File: src/rtl/mac_pkg.sv
// Shared definitions for the MAC datapath: operand/accumulator widths,
// the dot-product sequencer state encoding and the vector length ceiling.
package mac_pkg;

  localparam int DATA_W        = 8;
  localparam int ACC_W         = 32;
  localparam int MAX_LEN_LIMIT = 256;

  typedef enum logic [2:0] {
    IDLE    = 3'd0,
    CLEAR   = 3'd1,
    FEED    = 3'd2,
    CAPTURE = 3'd3,
    RESULT  = 3'd4
  } dp_state_t;

endpackage

File: src/rtl/dot_product_ctrl.sv
// Sequencer for mac_unit: clears the accumulator, feeds len operand pairs from a
// valid/ready stream, then holds the captured dot product on a valid/ready result port.
module dot_product_ctrl
  import mac_pkg::*;
#(
  parameter int MAX_LEN = 64,
  parameter int LEN_W   = $clog2(MAX_LEN + 1)
) (
  input  logic                     clk,
  input  logic                     rst,
  input  logic                     start,
  input  logic [LEN_W-1:0]         len,
  input  logic                     in_valid,
  output logic                     in_ready,
  input  logic signed [DATA_W-1:0] in_a,
  input  logic signed [DATA_W-1:0] in_b,
  output logic                     mac_enable,
  output logic                     mac_clear,
  output logic signed [DATA_W-1:0] mac_a,
  output logic signed [DATA_W-1:0] mac_b,
  input  logic signed [ACC_W-1:0]  mac_acc,
  output logic                     res_valid,
  input  logic                     res_ready,
  output logic signed [ACC_W-1:0]  res_data,
  output logic                     busy,
  output dp_state_t                dbg_state
);

  // Handshakes: a transfer happens on a rising edge where valid && ready.
  // in_ready depends only on state, so it never drops while a pair is waiting in FEED.
  localparam logic [LEN_W-1:0] MAX_LEN_V = LEN_W'(MAX_LEN);

  dp_state_t                state_q, state_d;
  logic [LEN_W-1:0]         len_q, len_d;
  logic [LEN_W-1:0]         cnt_q, cnt_d;
  logic signed [ACC_W-1:0]  res_q, res_d;

  always_ff @(posedge clk or posedge rst) begin
    if (rst) begin
      state_q <= IDLE;
      len_q   <= '0;
      cnt_q   <= '0;
      res_q   <= '0;
    end else begin
      state_q <= state_d;
      len_q   <= len_d;
      cnt_q   <= cnt_d;
      res_q   <= res_d;
    end
  end

  always_comb begin
    state_d    = state_q;
    len_d      = len_q;
    cnt_d      = cnt_q;
    res_d      = res_q;
    in_ready   = 1'b0;
    mac_enable = 1'b0;
    mac_clear  = 1'b0;
    mac_a      = '0;
    mac_b      = '0;
    res_valid  = 1'b0;

    case (state_q)
      IDLE: begin
        if (start) begin
          len_d   = (len > MAX_LEN_V) ? MAX_LEN_V : len;
          cnt_d   = '0;
          state_d = CLEAR;
        end
      end
      CLEAR: begin
        mac_clear = 1'b1;
        state_d   = (len_q != '0) ? FEED : CAPTURE;
      end
      FEED: begin
        in_ready = 1'b1;
        mac_a    = in_a;
        mac_b    = in_b;
        if (in_valid) begin
          mac_enable = 1'b1;
          cnt_d      = cnt_q + LEN_W'(1);
          if (cnt_q == len_q - LEN_W'(1)) state_d = CAPTURE;
        end
      end
      CAPTURE: begin
        // mac_acc already holds the final beat: it was enabled on the previous edge.
        res_d   = mac_acc;
        state_d = RESULT;
      end
      RESULT: begin
        res_valid = 1'b1;
        if (res_ready) state_d = IDLE;
      end
      default: state_d = IDLE;
    endcase
  end

  assign res_data  = res_q;
  assign busy      = (state_q != IDLE);
  assign dbg_state = state_q;

endmodule

File: config.mk
export PLATFORM = sky130hd
export DESIGN_NAME = dot_product_ctrl
export DESIGN_NICKNAME = d
export VERILOG_FILES = /design/src/rtl/mac_pkg.sv /design/src/rtl/dot_product_ctrl.sv
export SDC_FILE = /design/constraint.sdc
export NUM_CORES = 1
export LEC_CHECK = 0
export ABC_CLOCK_PERIOD_IN_PS = 2100
export BUFFER_PORTS_ARGS = -buffer_cell sky130_fd_sc_hd__buf_2
export CAP_MARGIN = 20
export CORE_MARGIN = 1.5
export CORE_UTILIZATION = 46
export DETAILED_ROUTE_END_ITERATION = 12
export GPL_TIMING_DRIVEN = 0
export HOLD_SLACK_MARGIN = 0.05
export PLACE_DENSITY = 0.82
export SYNTH_ARGS = -nofsm -noshare
export SYNTH_HDL_FRONTEND = slang
export SYNTH_SLANG_ARGS = --single-unit
File: constraint.sdc
create_clock -name clk -period 2.1 [get_ports clk]
set_input_delay 0.21 -clock clk [delete_from_list [all_inputs] [get_ports clk]]
set_output_delay 0.21 -clock clk [all_outputs]
set_load 0.01 [all_outputs]
# ---- Word level (Yosys, flattened, before mapping)
# Cells that the tools add are included.
dict set report totals {
  register_bits 49
  output_inout_bits 56
  wordCells 40
  inputBits 60
}
dict set report op_classes {
  eq_ne 9
  muxes 17
  magnitude_cmp 1
  n_reduce_logical 7
  addsub 2
}
# op count
set ops {}
lappend ops {{two-way mux 7 bit} 3}
lappend ops {{two-way mux 8 bit} 2}
lappend ops {{case mux 3 bit (5 select lines)} 1}
lappend ops {{case mux 7 bit (2 select lines)} 1}
lappend ops {{two-way mux 3 bit} 4}
lappend ops {{inequality test 2 bit, second input constant} 4}
lappend ops {{adder 7 x 1 -> 7 bit, second input constant} 1}
lappend ops {{equality test 7 bit} 1}
lappend ops {{> comparator 7 bit, second input constant} 1}
lappend ops {{nonzero test 7 bit} 1}
lappend ops {{subtractor 7 x 1 -> 7 bit, second input constant} 1}
lappend ops {{equality test 3 x 2 -> 1 bit, second input constant} 2}
lappend ops {{two-way mux 1 bit} 6}
lappend ops {{AND reduction 4 bit} 1}
lappend ops {{equality test 3 x 1 -> 1 bit, second input constant} 1}
lappend ops {{equality test 3 bit, second input constant} 1}
lappend ops {{logical NOT 3 bit} 1}
lappend ops {{AND reduction 3 bit} 1}
lappend ops {{nonzero test 3 bit} 1}
lappend ops {{AND reduction 2 bit} 1}
lappend ops {{nonzero test 2 bit} 1}

# ---- Longest topological paths before layout
# Gate-level depths: netlist of run 1.
dict set report depth {
  ltp_word 5
  mapped_depth 7
  mapped_depth_nobuf 7
}

# ---- Worst setup path after synthesis of run 1
# Ideal clock, no wire load.
dict set report synth_timing {
  path_kind {flip-flop to flip-flop}
  start {reg state_q[1], in the netlist dbg_state[1]}
  end {reg cnt_q[6]}
  arrival_time_ns 1.847
  setup_slack_ns 0.176
  period_less_slack_ns 1.924
  setup_ns 0.078
  stages_incl_launch_ff 8
  path_buffers 2
  t_required_ns 2.022
  path_cell_list {dfrtp_1 -> buf_6 -> or4b_1 -> buf_6 -> nand2_8 -> nand4_4 -> or3_1 -> a21oi_1}
}
dict set report synth_via {
  elab_chain_len 3
  elab_cells_between_ends 7
  classes_between {eq/ne: 3; mux: 1; reduce/logical: 3}
}
# element line_no
set synth_rtl {}
lappend synth_rtl {{start: declaration} dot_product_ctrl.sv:33} ;# dp_state_t state_q, state_d;
lappend synth_rtl {{start signal: assignment} dot_product_ctrl.sv:45} ;# state_q <= state_d;
lappend synth_rtl {{equality test 3 x 2 -> 1 bit / logical NOT 3 bit (equally long branches)} dot_product_ctrl.sv:64} ;# case (state_q)
lappend synth_rtl {{inequality test 2 bit (no line) / nonzero test 2 bit (equally long branches)} -}
lappend synth_rtl {{AND reduction 3 bit (no line)} -}
lappend synth_rtl {{end signal: assignment} dot_product_ctrl.sv:47} ;# cnt_q <= cnt_d;
lappend synth_rtl {{end: declaration} dot_product_ctrl.sv:35} ;# logic [LEN_W-1:0] cnt_q, cnt_d;
# Several ways; a longest one is shown, not always the timed one.
# A chain may end at the register's enable or synchronous reset.

# ---- Worst setup path after layout of run 1
dict set report layout_timing {
  start {reg state_q[1], in the netlist dbg_state[1]}
  end {reg cnt_q[5]}
}
# Same word-level chain as after synthesis.

==> results of run 1 <==
state kept, by name (all words and copies together), names as in the netlist:
name and cells:
cnt_q 7, len_q 7, res_data 32, dbg_state 3
final timing paths:
check | end | cells past startpoint
worst min-delay path | dbg_state[2] | 2
worst min register to register | res_data[0] | 1
min in group asynchronous | res_data[26] | 3
worst max-delay path | cnt_q[5] | 7
max in group asynchronous | len_q[5] | 4
worst max register to register | cnt_q[5] | 7
synthesized netlist by cell type (3+ instances only):
library cell | instances | area share
xnor2_1 | 5 | 0.019
o21ai_1 | 3 | 0.0064
nand2_1 | 18 | 0.029
mux2_2 | 32 | 0.15
or3_1 | 3 | 0.0080
clkbuf_1 | 6 | 0.0097
dfrtp_1 | 49 | 0.53
xor2_1 | 8 | 0.030
inv_1 | 6 | 0.0097
and2_1 | 16 | 0.043
nor2_1 | 10 | 0.016
ha_1 | 3 | 0.016
o21ai_0 | 3 | 0.0064
nand3b_1 | 7 | 0.023
per-stage QoR:
| stage | util | TNS [ns] | setup slack [ns] | area (µm²) |
|---|---|---|---|---|
| after floorplan | - | 0 | 0.1756 | 2333 |
| after global placement | 0.6213 | 0 | 0.06239 | 2993 |
| after detailed placement | 0.6255 | -0.2334 | -0.03054 | 3013 |
| after CTS | 0.6540 | 0 | 0.01524 | 3151 |
| after global routing | 0.6569 | 0 | 0.005131 | 3164 |
| final | 0.6569 | 0 | 0.1059 | 3164 |
worst max-delay path, delay by kind of cell, from the launching register on:
family / cells / cell delay (ns)
compound gates: 1 / 0.14
buf+inv: 2 / 0.30
flops: 1 / 0.40
simple gates: 4 / 1.07
cell type report:
type	count	area, µm²
clock inverter	1	30.03
clock buffer	7	86.33
multi-input combinational	130	1042
tap	67	83.83
timing repair buffer	119	620.6
buffer	8	48.80
sequential	49	1226
inverter	7	26.28
fill	422	1653
kinds of logic after synthesis:
logic type      synth area share
buf+inv                  0.03270
compound gates           0.04021
xor+xnor                 0.04879
fa+ha+maj                0.01609
flops                     0.5255
mux                       0.1587
simple gates              0.1780
power by group through the flow:
stage	combinational [mW]	clock [mW]	sequential, mW
6_report	2.07	0.692	1.65
5_1_grt	2.27	0.746	1.70
4_1_cts	2.09	0.711	1.63
3_5_place_dp	2.06	0	1.63
3_3_place_gp	2.00	0	1.61
2_1_floorplan	1.17	0	1.77
placed cells by master (no fill, tap or decap), drive strengths merged, types with 2 or more instances in the layout:
cell	synthesis	routed
buf	3	121
dfrtp	49	49
mux2	32	32
nand2	19	19
and2	16	16
clkbuf	6	12
nor2	10	10
xor2	8	8
nand3b	7	7
inv	7	7
o21ai	6	6
xnor2	5	5
or3	3	3
ha	3	3
nand4	3	3
a21oi	2	2
o31ai	2	2
nor3	2	2
nor3b	2	2
metal layers:
metal,track usage,part of all wire,vias up
met1,0.2142,0.39,910
met4,0.08889,0.026,0
met5,0,0,-
met2,0.3373,0.54,57
li1,-,-,911
met3,0.04065,0.045,13
repair_timing:
action | in CTS | in global routing
hold buffers | 1 | 0
endpoints found under the hold margin | 21 | 0
gates resized for setup | 2 | 4
setup endpoints to repair | 17 | 20
buffers inserted | 0 | 2
pin swaps | 0 | 1
==> impl_metrics.py, run 1 <==
metrics = {
    "setup_path": {
        "startpoint_class": "flip-flop",
        "worst-endpoint-arrival_ns": 2.22,
        "cpPeakStageDelay_ns": 0.52,
        "register_to_register_setup_slack_ns": 0.11,
        "worstSetupPathType": "flip-flop to flip-flop",
        "r2r_start": "dbg_state[1]",
        "cp_startpoint": "dbg_state[1]",
        "worst-path-max-fanout": 9,
        "critical-path-slowest-cell": "or4b_1",
        "critPathRequiredTime_ns": 2.33,
        "worstPathCellList": "buf_6, or4b_1, buf_6, nand2_8, nand4_4, or3_1, a21oi_1",
        "cp-end-kind": "flip-flop",
        "path_common_cell": "buf_6",
    },
    "drt": {
        "drt_pre_antenna_iters": 4,
        "remaining_drc_errors": 0,
        "number_of_violations_reported_at_the_end_of_detailed_routing_iteration_0": 71,
        "detailroute.via_count": 1891,
        "routed_wire_length_per_instance_um": 13.41,
        "final_ant_viol_nets": 0,
        "total_wirelength_mm": 5.205,
        "viasPerCell": 4.874,
    },
    "sta": {
        "hold_viol_final": 0,
        "worst_slew_pin_slew_ns": 0.5233,
        "finalCritPeriodShare": 0.9496,
        "achievable-frequency_ghz": 0.5015,
        "drv_slew": 0,
        "time_the_final_worst_path_needs_with_i_o_delays_and_setup_ns": 1.994,
        "worst_slew_margin_rel": 0.6498,
        "rsz_0062_raised_after_global_routing": "no",
        "final_setup_fails": 0,
        "clock-skew-final_ns": 0.002902,
        "timing.hold.ws_ns": 0.09246,
    },
    "global_route": {
        "global_route_wire_length_before_repair_mm": 7.983,
        "grt_max_degree": 29,
        "antenna_found_initial": 0,
        "grt_usage": 0.1887,
        "grt_overflow_total": 0,
        "first_global_vias": 1893,
    },
    "synthesis": {
        "synthCells": 195,
        "ys_warn_count": 0,
        "synth_cell_types": 34,
        "dominant_synthesized_flop_cell": "dfrtp_1",
        "synth_fp_nets": 258,
        "ys_async_sr_fraction": 1.000,
        "synth-seq-area-share": 0.5255,
        "post_synth_instance_area_um2": 2333,
        "ff_latch_count_synth": 49,
        "syn_area_per_cell_um2": 11.97,
        "synth_enable_flop_cells": 0,
    },
    "floorplan": {
        "initial_core_util": 0.4844,
        "ioPinCount": 116,
        "die_area_um2": 5509,
        "floorplan.rows": 25,
        "die_w_um": 74.23,
        "die_height_um": 74.23,
        "area_of_the_core_region_um2": 4817,
    },
    "power_and_ir_drop": {
        "internal-power_mw": 2.806,
        "pwr-share-comb": 0.470,
        "power_switching_mw": 1.606,
        "power_leakage_nw": 1.679,
        "power.density_nw_per_um2": 1394,
        "p_sw_frac": 0.3640,
        "peakVddDrop_mv": 0.7112,
        "p_seq_frac": 0.373,
        "clockPowerShare": 0.157,
        "p_total_mw": 4.412,
    },
    "clock_network": {
        "clk_pin_slew_worst_paths_ns": 0.08,
        "htree_num_levels": 2,
        "numCtsBuffers": 5,
        "cts_tree": "yes",
        "cts-root-to-sink-buffers": 2,
        "clock-sinks": 49,
        "clk_latency_ns": 0.30,
        "root_buffer": "clkbuf_8",
    },
    "run_status": {
        "outcome": "finished, final reports clean",
    },
    "place": {
        "dpl.cell_count": 378,
        "hpwl_mm": 3.885,
        "place.gp.congestion": 0.8289,
        "port_buffers": 115,
    },
    "finish": {
        "proportion_of_layout_cells_with_a_drive_suffix_above_1": 0.5296,
        "layout.cells.non_filler": 388,
        "final_nets": 383,
        "antenna_cells": 0,
        "area_growth_pct": 35.60,
    },
    "worst_hold_path": {
        "min_from": "res_ready",
        "worst_hold_check_path_type": "input port to flip-flop",
    },
    "run": {
        "maxCapViolCount": 0,
    },
}
(Power assumes the default switching activity.)
==> run 2, diff against run 1 <==
--- a/config.mk
+++ b/config.mk
@@ -13,7 +13,7 @@
 export DETAILED_ROUTE_END_ITERATION = 12
 export GPL_TIMING_DRIVEN = 0
 export HOLD_SLACK_MARGIN = 0.05
-export PLACE_DENSITY = 0.82
+export PLACE_DENSITY = 0.86
 export SYNTH_ARGS = -nofsm -noshare
 export SYNTH_HDL_FRONTEND = slang
 export SYNTH_SLANG_ARGS = --single-unit
==> impl_metrics.py, run 2 (same netlist as run 1, synthesis figures left out) <==
metrics = {
    "global_route": {
        "first_global_vias": 1794,
        "antenna_found_initial": 0,
        "global_route_wire_length_before_repair_mm": 8.169,
        "grt_overflow_total": 0,
        "grt_usage": 0.1934,
        "grt_max_degree": 31,
    },
    "place": {
        "placedInstanceArea_um2": 3013,
        "place.gp.congestion": 0.8182,
        "dpl.cell_count": 378,
        "hpwl_mm": 3.960,
        "port_buffers": 115,
    },
    "power_and_ir_drop": {
        "power_switching_mw": 1.612,
        "peakVddDrop_mv": 0.7429,
        "internal-power_mw": 2.760,
        "power_leakage_nw": 1.667,
        "power.density_nw_per_um2": 1388,
        "p_sw_frac": 0.3688,
        "p_seq_frac": 0.376,
        "clockPowerShare": 0.152,
        "pwr-share-comb": 0.472,
    },
    "floorplan": {
        "initial_core_util": 0.4844,
        "die_area_um2": 5509,
        "die_w_um": 74.23,
        "floorplan.rows": 25,
        "area_of_the_core_region_um2": 4817,
        "ioPinCount": 116,
        "die_height_um": 74.23,
    },
    "sta": {
        "hold_viol_final": 0,
        "clock-skew-final_ns": 0.009729,
        "time_the_final_worst_path_needs_with_i_o_delays_and_setup_ns": 1.994,
        "worst_slew_pin_slew_ns": 0.5202,
        "drv_slew": 0,
        "worst_slew_margin_rel": 0.6500,
        "achievable-frequency_ghz": 0.5015,
        "final_setup_fails": 0,
        "finalCritPeriodShare": 0.9495,
        "rsz_0062_raised_after_global_routing": "no",
    },
    "clock_network": {
        "numCtsBuffers": 5,
        "clock-sinks": 49,
        "cts-root-to-sink-buffers": 2,
        "htree_num_levels": 2,
        "clk_latency_ns": 0.30,
        "root_buffer": "clkbuf_8",
        "clk_pin_slew_worst_paths_ns": 0.08,
        "cts_tree": "yes",
    },
    "drt": {
        "viasPerCell": 4.819,
        "remaining_drc_errors": 0,
        "routedLengthMet1_mm": 2.133,
        "drt_pre_antenna_iters": 4,
        "routed_wire_length_on_met3_um": 231,
        "top_layer_used": "met4",
        "detailroute.via_count": 1865,
        "met2WireLength_mm": 2.725,
        "number_of_violations_reported_at_the_end_of_detailed_routing_iteration_0": 50,
        "final_ant_viol_nets": 0,
        "total_wirelength_mm": 5.173,
        "routed_wire_length_per_instance_um": 13.37,
    },
    "finish": {
        "proportion_of_layout_cells_with_a_drive_suffix_above_1": 0.5250,
        "stdcell_area_um2": 3151,
        "layout.cells.non_filler": 387,
        "antenna_cells": 0,
        "final_nets": 382,
        "largest_reg_flops": 32,
        "final_common_cell": "buf_2",
        "area_growth_pct": 35.01,
        "layout_common_cells": "buf_2 (116), dfrtp_1 (49), mux2_2 (32)",
    },
    "worst_hold_path": {
        "worst_hold_check_path_type": "input port to flip-flop",
    },
    "run": {
        "maxCapViolCount": 0,
    },
    "setup_path": {
        "startpoint_class": "flip-flop",
        "cp-end-kind": "flip-flop",
        "critPathRequiredTime_ns": 2.32,
        "worstSetupPathType": "flip-flop to flip-flop",
        "worst-endpoint-arrival_ns": 2.22,
        "worst-path-max-fanout": 9,
    },
    "run_status": {
        "outcome": "finished, final reports clean",
    },
}
## run 2: metrics by stage
step | utilization | setup TNS (ns) | total power [mW] | setup slack, ns | hold WS [ns]
finish | 0.6540 | 0 | 4.372 | 0.1061 | 0.1013
CTS | 0.6545 | 0 | 4.416 | 0.05108 | 0.08900
detailed placement | 0.6255 | -0.3571 | 3.699 | -0.05822 | 0.2347
global route | 0.6540 | 0 | 4.673 | 0.03546 | 0.1100
global placement | 0.6213 | 0 | 3.606 | 0.04112 | 0.4025
floorplan | - | 0 | 2.944 | 0.1756 | 0.3154
## run 2: repair_timing
item | in CTS | in global routing
buffers inserted | 1 | 0
pin swaps | 1 | 0
gates resized for setup | 2 | 2
setup endpoints to repair | 17 | 14
hold endpoints to repair | 19 | 0
hold buffers | 1 | 0
## run 2: worst max-delay path, cell delays in order, from the launching register on
cell     delay [ns]
dfrtp_1        0.49
or4b_1         0.57
buf_6          0.16
nand2_8        0.06
nand4_4        0.12
or3_1          0.36
a21oi_1        0.15
## run 2: metal layers
| layer | GRT usage | vias up |
|---|---|---|
| li1 | - | 908 |
| met5 | 0 | - |
| met1 | 0.2478 | 888 |
| met4 | 0.05455 | 0 |
| met3 | 0.04743 | 11 |
| met2 | 0.3274 | 58 |
## run 2: area by class of cell
type                    count  area, µm²
inverters                   7      26.28
clock buffers               6      72.57
fillers                   387       1667
clock inverters             2      38.79
plain buffers               8      47.55
repair buffers            118      613.1
multi-input cells         130       1042
well taps                  67      83.83
flip-flops and latches     49       1226
## run 2: worst paths after layout
kind | startpoint | to | slack [ns] | cells after the start
worst max-delay path | dbg_state[2] | cnt_q[6] | 0.11 | 6
worst min-delay path | res_ready | dbg_state[2] | 0.10 | 2
worst max register to register | dbg_state[2] | cnt_q[6] | 0.11 | 6
worst min register to register | res_data[20] | res_data[20] | 0.51 | 1
max in group asynchronous | rst | res_data[13] | 1.13 | 4
min in group asynchronous | rst | res_data[30] | 0.46 | 3
## run 2: power by group through the flow
stage          clock network (mW)  logic (mW)  registers (mW)
2_1_floorplan                   0        1.17            1.77
3_5_place_dp                    0        2.06            1.63
6_report                    0.666        2.06            1.64
5_1_grt                     0.712        2.26            1.70
3_3_place_gp                    0        2.00            1.60
4_1_cts                     0.686        2.11            1.62
==> run 3, diff against run 2 <==
==> constraint.sdc (replaced) <==
create_clock -name clk -period 2.1 [get_ports clk]
set_input_delay 0.21 -clock clk [delete_from_list [all_inputs] [get_ports clk]]
set_output_delay 0.21 -clock clk [all_outputs]
set_load 0.05 [all_outputs]
==> impl_metrics.py, run 3 (same netlist as run 1, synthesis figures left out) <==
metrics = {
    "worst_hold_path": {
        "worst_hold_check_path_type": "input port to flip-flop",
        "min_from": "res_ready",
    },
    "setup_path": {
        "startpoint_class": "flip-flop",
        "worstSetupPathType": "flip-flop to flip-flop",
        "path_common_cell": "buf_6",
        "cp_top_family": "simple AND/OR/NAND/NOR gates",
        "worstPathCellList": "buf_6, or4b_1, buf_6, nand2_8, nand4_4, or3_4, a21oi_2",
        "r2r_start": "dbg_state[1]",
        "cp_startpoint": "dbg_state[1]",
        "cpPeakStageDelay_ns": 0.53,
        "critical-path-slowest-cell": "or4b_1",
        "cp-end-kind": "flip-flop",
        "critPathRequiredTime_ns": 2.33,
        "timing.critical_path.buf_inv": 2,
        "worst-path-max-fanout": 9,
        "worst-endpoint-arrival_ns": 2.26,
    },
    "sta": {
        "clock-skew-final_ns": 0.005272,
        "time_the_final_worst_path_needs_with_i_o_delays_and_setup_ns": 2.020,
        "setup_slack_ns": 0.07969,
        "finalCritPeriodShare": 0.9621,
        "final_setup_fails": 0,
        "achievable-frequency_ghz": 0.4950,
        "rsz_0062_raised_after_global_routing": "no",
        "worst_slew_margin_rel": 0.6344,
        "final.setup.tns_ns": 0,
        "hold_viol_final": 0,
        "drv_slew": 0,
        "worst_slew_pin_slew_ns": 0.5476,
    },
    "floorplan": {
        "die_area_um2": 5509,
        "initial_core_util": 0.4844,
        "area_of_the_core_region_um2": 4817,
        "die_w_um": 74.23,
        "ioPinCount": 116,
        "die_height_um": 74.23,
        "floorplan.rows": 25,
    },
    "drt": {
        "final_ant_viol_nets": 0,
        "top_layer_used": "met4",
        "viasPerCell": 4.933,
        "routedLengthMet1_mm": 2.072,
        "met2WireLength_mm": 2.668,
        "routed_wire_length_on_met3_um": 482,
        "detailroute.via_count": 1919,
        "remaining_drc_errors": 0,
        "total_wirelength_mm": 5.292,
        "routed_wire_length_per_instance_um": 13.60,
        "number_of_violations_reported_at_the_end_of_detailed_routing_iteration_0": 79,
        "drt_pre_antenna_iters": 4,
    },
    "clock_network": {
        "root_buffer": "clkbuf_8",
        "clk_pin_slew_worst_paths_ns": 0.09,
        "htree_num_levels": 2,
        "clock-sinks": 49,
        "cts-root-to-sink-buffers": 2,
        "numCtsBuffers": 5,
        "cts_tree": "yes",
        "clk_latency_ns": 0.30,
    },
    "power_and_ir_drop": {
        "peakVddDrop_mv": 0.9275,
        "p_seq_frac": 0.284,
        "pwr-share-comb": 0.618,
        "power_switching_mw": 3.088,
        "internal-power_mw": 2.724,
        "p_sw_frac": 0.5313,
        "clockPowerShare": 0.098,
        "power_leakage_nw": 1.676,
        "p_total_mw": 5.812,
        "power.density_nw_per_um2": 1825,
    },
    "global_route": {
        "grt_usage": 0.1937,
        "first_global_vias": 1814,
        "global_route_wire_length_before_repair_mm": 7.997,
        "grt_overflow_total": 0,
        "grt_max_degree": 26,
        "antenna_found_initial": 0,
    },
    "finish": {
        "finalCoreUtilization": 0.6610,
        "layout_common_cells": "buf_2 (115), dfrtp_1 (46), mux2_2 (32)",
        "layout.cells.non_filler": 389,
        "largest_reg_flops": 32,
        "antenna_cells": 0,
        "area_growth_pct": 36.46,
        "final_common_cell": "buf_2",
        "final_nets": 385,
        "proportion_of_layout_cells_with_a_drive_suffix_above_1": 0.5776,
    },
    "place": {
        "dpl_worst_slack_ns": 0.06215,
        "dpl.cell_count": 378,
        "place.gp.congestion": 0.8680,
        "hpwl_mm": 3.999,
        "port_buffers": 115,
    },
    "run_status": {
        "outcome": "finished, final reports clean",
    },
    "run": {
        "maxCapViolCount": 0,
    },
}
## run 3: changes by cell type in the layout (fill, tap and decap cells not counted), moves of 3 or more
| cell | delta |
|---|---|
| buf_4 | +4 |
| dfrtp_2 | +3 |
| and2_2 | +8 |
| and2_1 | -8 |
| dfrtp_1 | -3 |
## run 3: stage by stage
step	cell area (µm²)	hold WS (ns)
global placement	3019	0.3991
global route	3184	0.1256
finish	3184	0.08323
CTS	3164	0.08013
detailed placement	3039	0.2988
floorplan	2360	0.3154
## run 3: worst reg2reg max path, stage by stage, from the launching register on
cell     delay, ns
dfrtp_2       0.42
buf_6         0.14
or4b_1        0.53
buf_6         0.16
nand2_8       0.06
nand4_4       0.12
or3_4         0.39
a21oi_2       0.14
## run 3: final timing paths
| check | to | slack [ns] | cells after the start |
|---|---|---|---|
| worst max-delay path | cnt_q[6] | 0.08 | 7 |
| worst min-delay path | dbg_state[2] | 0.08 | 2 |
| worst max register to register | cnt_q[6] | 0.08 | 7 |
| worst min register to register | res_data[31] | 0.50 | 1 |
| max in group asynchronous | dbg_state[2] | 1.08 | 4 |
| min in group asynchronous | res_data[16] | 0.50 | 3 |
## run 3: layout make-up
cell class,count,area (µm²)
Fill cell,418,1633
Sequential cell,49,1230
Tap cell,67,83.83
Buffer,8,47.55
Multi-Input combinational cell,130,1069
Timing Repair Buffer,121,638.1
Clock buffer,6,82.58
Clock inverter,1,7.507
Inverter,7,26.28
## run 3: per-layer routing
metal  track usage  up-vias
li1              -      917
met1        0.2387      906
met2        0.3274       90
met3       0.05556        6
met4       0.06667        0
met5             0        -
## run 3: power by group through the flow
stage	clock network [mW]	registers, mW	logic (mW)
after CTS	0.584	1.64	3.61
after global placement	0	1.62	3.48
after floorplan	0	2.82	1.59
after detailed placement	0	1.65	3.55
after global routing	0.613	1.71	3.79
final	0.569	1.65	3.59
## run 3: what timing repair did
| item | CTS | global route |
|---|---|---|
| endpoints found under the hold margin | 24 | 0 |
| pin swaps | 1 | 0 |
| buffers inserted | 2 | 2 |
| hold buffers | 1 | 0 |
| setup endpoints to repair | 14 | 11 |
| gates resized for setup | 3 | 3 |
